## src/rtl/comp_bist.sv

```systemverilog
// Built-in self test for a 4-bit magnitude comparator: sweeps all 256 operand
// pairs and counts flag mismatches. Optional first-failure capture: COMP_BIST_FAIL_CAPTURE_EN.
module comp_bist #(
  parameter int unsigned SETTLE_CYCLES = 1
) (
  input  logic       clk,
  input  logic       rst_n,
  input  logic       start,
  input  logic       abort,
  output logic [0:3] a_out,
  output logic [0:3] b_out,
  input  logic       less_in,
  input  logic       greater_in,
  input  logic       eq_in,
  output logic       busy,
  output logic       done,
  output logic       pass,
  output logic [8:0] err_cnt
`ifdef COMP_BIST_FAIL_CAPTURE_EN
  ,
  output logic       fail_valid,
  output logic [0:3] fail_a,
  output logic [0:3] fail_b,
  output logic [0:2] fail_flags
`endif
);

  typedef enum logic [2:0] {IDLE, DRIVE, WAIT, CHECK, DONE} state_t;

  localparam logic [3:0] SETTLE_LAST = (SETTLE_CYCLES == 0) ? 4'd0 : 4'(SETTLE_CYCLES - 1);

  state_t     state;
  logic [7:0] idx;
  logic [3:0] wait_cnt;
  logic [7:0] idx_next;
  logic [8:0] err_next;
  logic [2:0] expected;
  logic [2:0] observed;
  logic       mismatch;

  // Expected flags come from the registered operands, which are stable for the
  // whole DRIVE/WAIT/CHECK window of a vector.
  always_comb begin
    idx_next = idx + 8'd1;
    expected = {a_out < b_out, a_out > b_out, a_out == b_out};
    observed = {less_in, greater_in, eq_in};
    mismatch = (observed != expected);
    err_next = mismatch ? err_cnt + 9'd1 : err_cnt;
  end

  always_ff @(posedge clk) begin
    if (!rst_n) begin
      state    <= IDLE;
      idx      <= 8'd0;
      wait_cnt <= 4'd0;
      a_out    <= 4'd0;
      b_out    <= 4'd0;
      busy     <= 1'b0;
      done     <= 1'b0;
      pass     <= 1'b0;
      err_cnt  <= 9'd0;
`ifdef COMP_BIST_FAIL_CAPTURE_EN
      fail_valid <= 1'b0;
      fail_a     <= 4'd0;
      fail_b     <= 4'd0;
      fail_flags <= 3'd0;
`endif
    end else begin
      case (state)
        IDLE, DONE: begin
          if (start && !abort) begin
            state   <= DRIVE;
            idx     <= 8'd0;
            a_out   <= 4'd0;
            b_out   <= 4'd0;
            err_cnt <= 9'd0;
            busy    <= 1'b1;
            done    <= 1'b0;
            pass    <= 1'b0;
`ifdef COMP_BIST_FAIL_CAPTURE_EN
            fail_valid <= 1'b0;
            fail_a     <= 4'd0;
            fail_b     <= 4'd0;
            fail_flags <= 3'd0;
`endif
          end
        end
        DRIVE: begin
          if (abort) begin
            state <= IDLE;
            busy  <= 1'b0;
          end else if (SETTLE_CYCLES == 0) begin
            state <= CHECK;
          end else begin
            state    <= WAIT;
            wait_cnt <= SETTLE_LAST;
          end
        end
        WAIT: begin
          if (abort) begin
            state <= IDLE;
            busy  <= 1'b0;
          end else if (wait_cnt == 4'd0) begin
            state <= CHECK;
          end else begin
            wait_cnt <= wait_cnt - 4'd1;
          end
        end
        CHECK: begin
          if (abort) begin
            state <= IDLE;
            busy  <= 1'b0;
          end else begin
            err_cnt <= err_next;
`ifdef COMP_BIST_FAIL_CAPTURE_EN
            if (mismatch && !fail_valid) begin
              fail_valid <= 1'b1;
              fail_a     <= a_out;
              fail_b     <= b_out;
              fail_flags <= observed;
            end
`endif
            // Operands for the next vector are loaded on the same edge that enters DRIVE.
            if (idx == 8'hFF) begin
              state <= DONE;
              busy  <= 1'b0;
              done  <= 1'b1;
              pass  <= (err_next == 9'd0);
            end else begin
              state <= DRIVE;
              idx   <= idx_next;
              a_out <= idx_next[7:4];
              b_out <= idx_next[3:0];
            end
          end
        end
        default: begin
          state <= IDLE;
          busy  <= 1'b0;
          done  <= 1'b0;
          pass  <= 1'b0;
        end
      endcase
    end
  end

endmodule

```

## config.mk

```make
export PLATFORM = sky130hd
export DESIGN_NAME = comp_bist
export DESIGN_NICKNAME = d
export VERILOG_FILES = /design/src/rtl/comp_bist.sv
export SDC_FILE = /design/constraint.sdc
export NUM_CORES = 1
export LEC_CHECK = 0
export ABC_AREA = 1
export ABC_CLOCK_PERIOD_IN_PS = 2100
export CAP_MARGIN = 30
export CORE_ASPECT_RATIO = 1.75
export CORE_MARGIN = 1
export CORE_UTILIZATION = 37
export CTS_CLUSTER_SIZE = 25
export DETAILED_ROUTE_END_ITERATION = 12
export GPL_TIMING_DRIVEN = 0
export PLACE_DENSITY = 0.63
export SYNTH_ARGS = -nofsm -noshare
export SYNTH_HDL_FRONTEND = slang
export SYNTH_SLANG_ARGS = --single-unit
export TNS_END_PERCENT = 30
```

## constraint.sdc

```tcl
create_clock -name clk -period 2.1 [get_ports clk]
set_input_delay 0.42 -clock clk [delete_from_list [all_inputs] [get_ports clk]]
set_output_delay 0.42 -clock clk [all_outputs]
set_load 0.005 [all_outputs]
```

; ---- After elaboration in Yosys (flattened, before gate mapping)
; Index checks and enable logic that the tools add are counted.
[classes]
n_addsub = 3
n_mul = 0
n_div = 0
order_cmp = 2
n_eq_ne = 17
shifts = 0
muxes = 38
n_bitwise = 1
reduce_logical = 15
[ops]
columns = cell, n
row1 = 4-bit 2-to-1 mux, 8
row2 = 9-bit 2-to-1 mux, 3
row3 = 8-bit 2-to-1 mux, 3
row4 = 4-bit one-hot mux with 2 select lines, 3
row5 = 9-bit one-hot mux with 2 select lines, 1
row6 = 8-bit one-hot mux with 2 select lines, 1
row7 = 3-bit 2-to-1 mux, 5
row8 = 2-bit != test (second input constant), 7
row9 = 3-bit one-hot mux with 4 select lines, 1
row10 = 4-bit AND reduction, 3
row11 = 9-bit by 1-bit adder with 9-bit output (second input constant), 1
row12 = 9-bit zero test, 1
row13 = 1-bit 2-to-1 mux, 9
row14 = 1-bit one-hot mux with 3 select lines, 3
row15 = 8-bit by 1-bit adder with 8-bit output (second input constant), 1
row16 = 8-bit equality test (second input constant), 1
row17 = 3-bit by 2-bit equality test with 1-bit output (second input constant), 2
row18 = 3-bit != test (second input constant), 2
row19 = 3-bit AND reduction, 2
row20 = 4-bit equality test, 1
row21 = 4-bit > comparator, 1
row22 = 4-bit zero test, 1
row23 = 4-bit < comparator, 1
row24 = 2-bit nonzero test, 2
row25 = other kinds (12), 13
[word_totals]
register_bits = 35
latch_bits = 0
ramBits = 0
romBits = 0
output_inout_bits = 20
elab_cells = 85
memories = 0

; ---- Longest topological paths before layout
; Gate-level depths: netlist (run 1).
[logic_depth]
ltp_word = 7
mapped_depth = 17
mapped_depth_nobuf = 17

; ---- Worst setup path before layout (run 1)
; Ideal clock, no wire load.
[synth_timing]
path_type = reg-to-reg
from = reg idx[3]
to = reg pass
setup_time_ns = 0.066
arrival_ns = 1.829
t_required_ns = 2.034
setup_slack_ns = 0.205
path_stages_with_launch = 16
period_less_slack_ns = 1.895
cell_sequence = dfxtp_1 inv_1 ha_1 nand2_2 inv_2 nand2_2 nand2_2 nand2_1 nand2_2 nor2_4 nand2_4 nand2_1 nand3b_1 nor2_2 nand3_2 a21oi_2
[synth_via]
elab_chain_cells = 3
[synth_rtl]
columns = element, line
row1 = from (decl), 33  ; logic [7:0] idx;
row2 = from (signal assigned), 131  ; idx <= idx_next;
row3 = 8-bit equality test, 124  ; if (idx == 8'hFF) begin
row4 = 2-bit != test (no line), -
row5 = 4-bit AND reduction (no line), -
row6 = to (signal assigned), 128  ; pass <= (err_next == 9'd0);
row7 = to (decl), 17  ; output logic pass,
; Every way passes these cells.
; A chain may end at the register's enable or synchronous reset.

; ---- Worst setup path after layout (run 1)
[layout_timing]
from = reg b_out[2] (netlist name)
to = reg pass
[layout_via]
elab_chain_cells = 7
[layout_rtl]
columns = element, line
row1 = from (decl), 11  ; output logic [0:3] b_out,
row2 = from (signal assigned), 133  ; b_out <= idx_next[3:0];
row3 = 4-bit > comparator (tied with other cells), 45  ; expected = {a_out < b_out, a_out > b_out, a_out == b_out};
row4 = 3-bit != test (*), 47  ; mismatch = (observed != expected);
row5 = 9-bit 2-to-1 mux (*), 48  ; err_next = mismatch ? err_cnt + 9'd1 : err_cnt;
row6 = 9-bit zero test (*), 128
row7 = 1-bit 2-to-1 mux (*), 124
row8 = 1-bit 2-to-1 mux (*), 110  ; if (abort) begin
row9 = 1-bit one-hot mux with 3 select lines (*), 69  ; case (state)
; Every way passes the cells marked *; elsewhere a longest branch is shown, timed or not. The select of a mux whose other input is x is not followed.

==> results of run 1 <==
## flip-flops by register name (all words and copies together), names as in the netlist
register	cells
done	1
state	3
err_cnt	9
wait_cnt	4
idx	1
b_out	3
a_out	4
busy	1
pass	1
## power breakdown
group / leakage, uW / switching, uW / total, uW / internal, uW
logic: 0.000680 / 220 / 362 / 143
clock network: 0.0000255 / 163 / 296 / 133
registers: 0.000222 / 13.6 / 539 / 525
## per-stage QoR
stage	total power [uW]	std cells	cell area [um^2]	TNS, ns
2_1_floorplan	769.7	255	1687	0
3_3_place_gp	843.6	332	2011	-0.06189
3_5_place_dp	846.6	332	2011	-0.08693
4_1_cts	1153	337	2066	0
5_1_grt	1281	344	2188	-0.005289
6_report	1197	344	2188	0
## worst reg2reg max path, cell delays in order, from the launching register on
cell and delay [ns]:
dfxtp_2 0.37, inv_2 0.07, ha_4 0.27, nand2_1 0.07, nor2_4 0.15, xor2_2 0.19
nor2_4 0.06, buf_6 0.14, nand2_8 0.08, nand2_1 0.07, nand2_1 0.08, nand2_1 0.06
nor2_2 0.14, nand3_2 0.08, a21oi_2 0.11
## cell usage in the layout (no fill, tap or decap), types with 2 or more instances in the layout
cell type and instances:
a211oi_1 2, a21oi_1 20, a21oi_2 2, a31oi_1 2, buf_4 6, clkbuf_1 2
clkbuf_8 3, clkdlybuf4s50_1 26, dfxtp_1 21, dfxtp_2 4, dfxtp_4 2, ha_1 6
ha_4 2, inv_1 32, inv_2 6, nand2_1 68, nand2_2 5, nand2_4 2
nand3_1 21, nand3_2 3, nand3b_1 4, nand4_1 2, nor2_1 20, nor2_2 4
nor2_4 2, nor3_1 6, o21ai_0 4, o21ai_1 2, xor2_1 5
## cells by family after synthesis
logic type	share of synthesized area, %
flops	32.05
fa+ha+maj	5.935
simple gates	37.39
xor+xnor	4.080
buf+inv	9.125
compound gates	11.42
## path summary, 6_finish.rpt
path,slack (ns),end,from
worst max-delay path,0.11,pass,b_out[2]
worst min-delay path,0.48,done,done
worst max register to register,0.11,pass,b_out[2]
worst min register to register,0.48,done,done
## metal layers
layer	wire (um)	global-route usage [%]
met1	1640	18.65
met2	2113	31.54
met4	29	5.263
met3	102	2.345
met5	0	0
## final cells by class
cell class | instances | area share [%]
well taps | 51 | 2.916
clock inverters | 1 | 0.2287
plain buffers | 2 | 0.3431
flip-flops and latches | 27 | 25.27
multi-input cells | 188 | 48.08
repair buffers | 33 | 14.47
inverters | 39 | 6.804
clock buffers | 3 | 1.887
## timing repair
item | CTS | global route
pin swaps | 1 | 7
resized for setup | 1 | 18
endpoints found under the setup margin | 1 | 7
buffers inserted | 1 | 6
gates cloned | 0 | 1
==> results.cfg, run 1 <==
[synth]
synth.area.top_cells = dfxtp_1, nand2_1, inv_1
yosysWarnings = 0
ys_ff_latch = 27
yosysMostFrequentCell = nand2_1
syn_nets = 270
synth_cells = 255
synth_top_area_share_pct = 32.05
async_flop_share_pct = 0
synth_ff_type = dfxtp_1
synth.distinct_cells = 28
syn_area_per_cell_um2 = 6.614
synth_edf_count = 0
yosys.area.top_type = dfxtp_1
seq_area_frac_synth_pct = 32.05
synth_common_cells = nand2_1, inv_1, dfxtp_1
synth_area_um2 = 1687

[finish]
regArea_um2 = 553.0
multi_input_area_um2 = 1052
syn2layout_area_growth_pct = 29.75
fin_nets = 309
nFillCells = 446
antenna_cells = 0
final_util_pct = 49.69
final_layout_size_suffix_gt1_share_pct = 16.04

[floorplan]
io_pins = 27
rows = 32
start_util_pct = 38.30
die_w_um = 53.04
core_area_um2 = 4404
die_area_um2 = 4843
die_y_um = 91.32

[outcome]
status = completed

[clocking]
htreeDepth = 1
root_buffer = clkbuf_8
cts_inserted_buffers = 3
clkLatencyLatePin_ns = 0.27
cts_sinks = 27
clockBufferDepth = 2
cts.hold.buffers_added = 0
cts_tree = done
path_clk_slew_ns = 0.09

[detailed_routing]
drc_errors = 0
ant_nets = 0
avgRoutedWirePerCell_um = 11.30
initialDrtViolationCount = 45
drt-total-wl_mm = 3.886
first_pass_iters = 4
avgViaCountPerCell = 4.881
route.vias.total = 1679

[worst_setup_path]
path_class = flop to flop
critPathArrivalTime_ns = 2.20
crit_family = simple AND/OR/NAND/NOR gates
path_cells = inv_2, ha_4, nand2_1, nor2_4, xor2_2, nor2_4, buf_6, nand2_8, nand2_1, nand2_1, nand2_1, nor2_2, nand3_2, a21oi_2
critPathCaptureType = flop
required_ns = 2.31
startpoint_type = flop
cp.depth = 14
crit_top_cell = nand2_1
critPathMaxStageDelay_ns = 0.37
crit_fanout = 5
cp_num_buf_inv = 2
critPathSlowestCell = dfxtp_2
reg2reg_depth = 14

[power]
power_leakage_uw = 0.0009274
ir_drop_mv = 0.3723
power_density_nw_per_um2 = 547.0

[sta]
slew_violations = 0
maxSlewHeadroom_pct = 56.82
min_period_ns = 1.991
finClkSkew_ns = 0.002371
fin_crit_sh_pct = 94.82
finalHoldViolations = 0
worstMarginPinSlew_ns = 0.6453
setup_ws_ns = 0.1087
finalHoldWorstSlack_ns = 0.4767
finalSetupViolations = 0
clock.fmax_ghz = 0.5022

[place]
dpl.hpwl_mm = 2.908
place_ws_ns = -0.07175
port-buffer-count = 26
gp_congestion = 0.8961

[run]
max-cap-violations = 0

[hold_path]
hp-class = flop to flop
hold_depth = 2

[grt]
grt_pass1_vias = 1530
grt_start_max_net_pins = 16
grt_first_pass_wirelength_mm = 6.348
grt_usage_pct = 16.99
antenna_found_initial = 0
gr-total-overflow = 0
Power figures use the tool's default switching activity.
==> inputs of run 2 (changes only) <==
SLEW_MARGIN = 0   (was default)
==> results of run 2 <==
Final layout, timing and power as in run 1 (identical DEF).
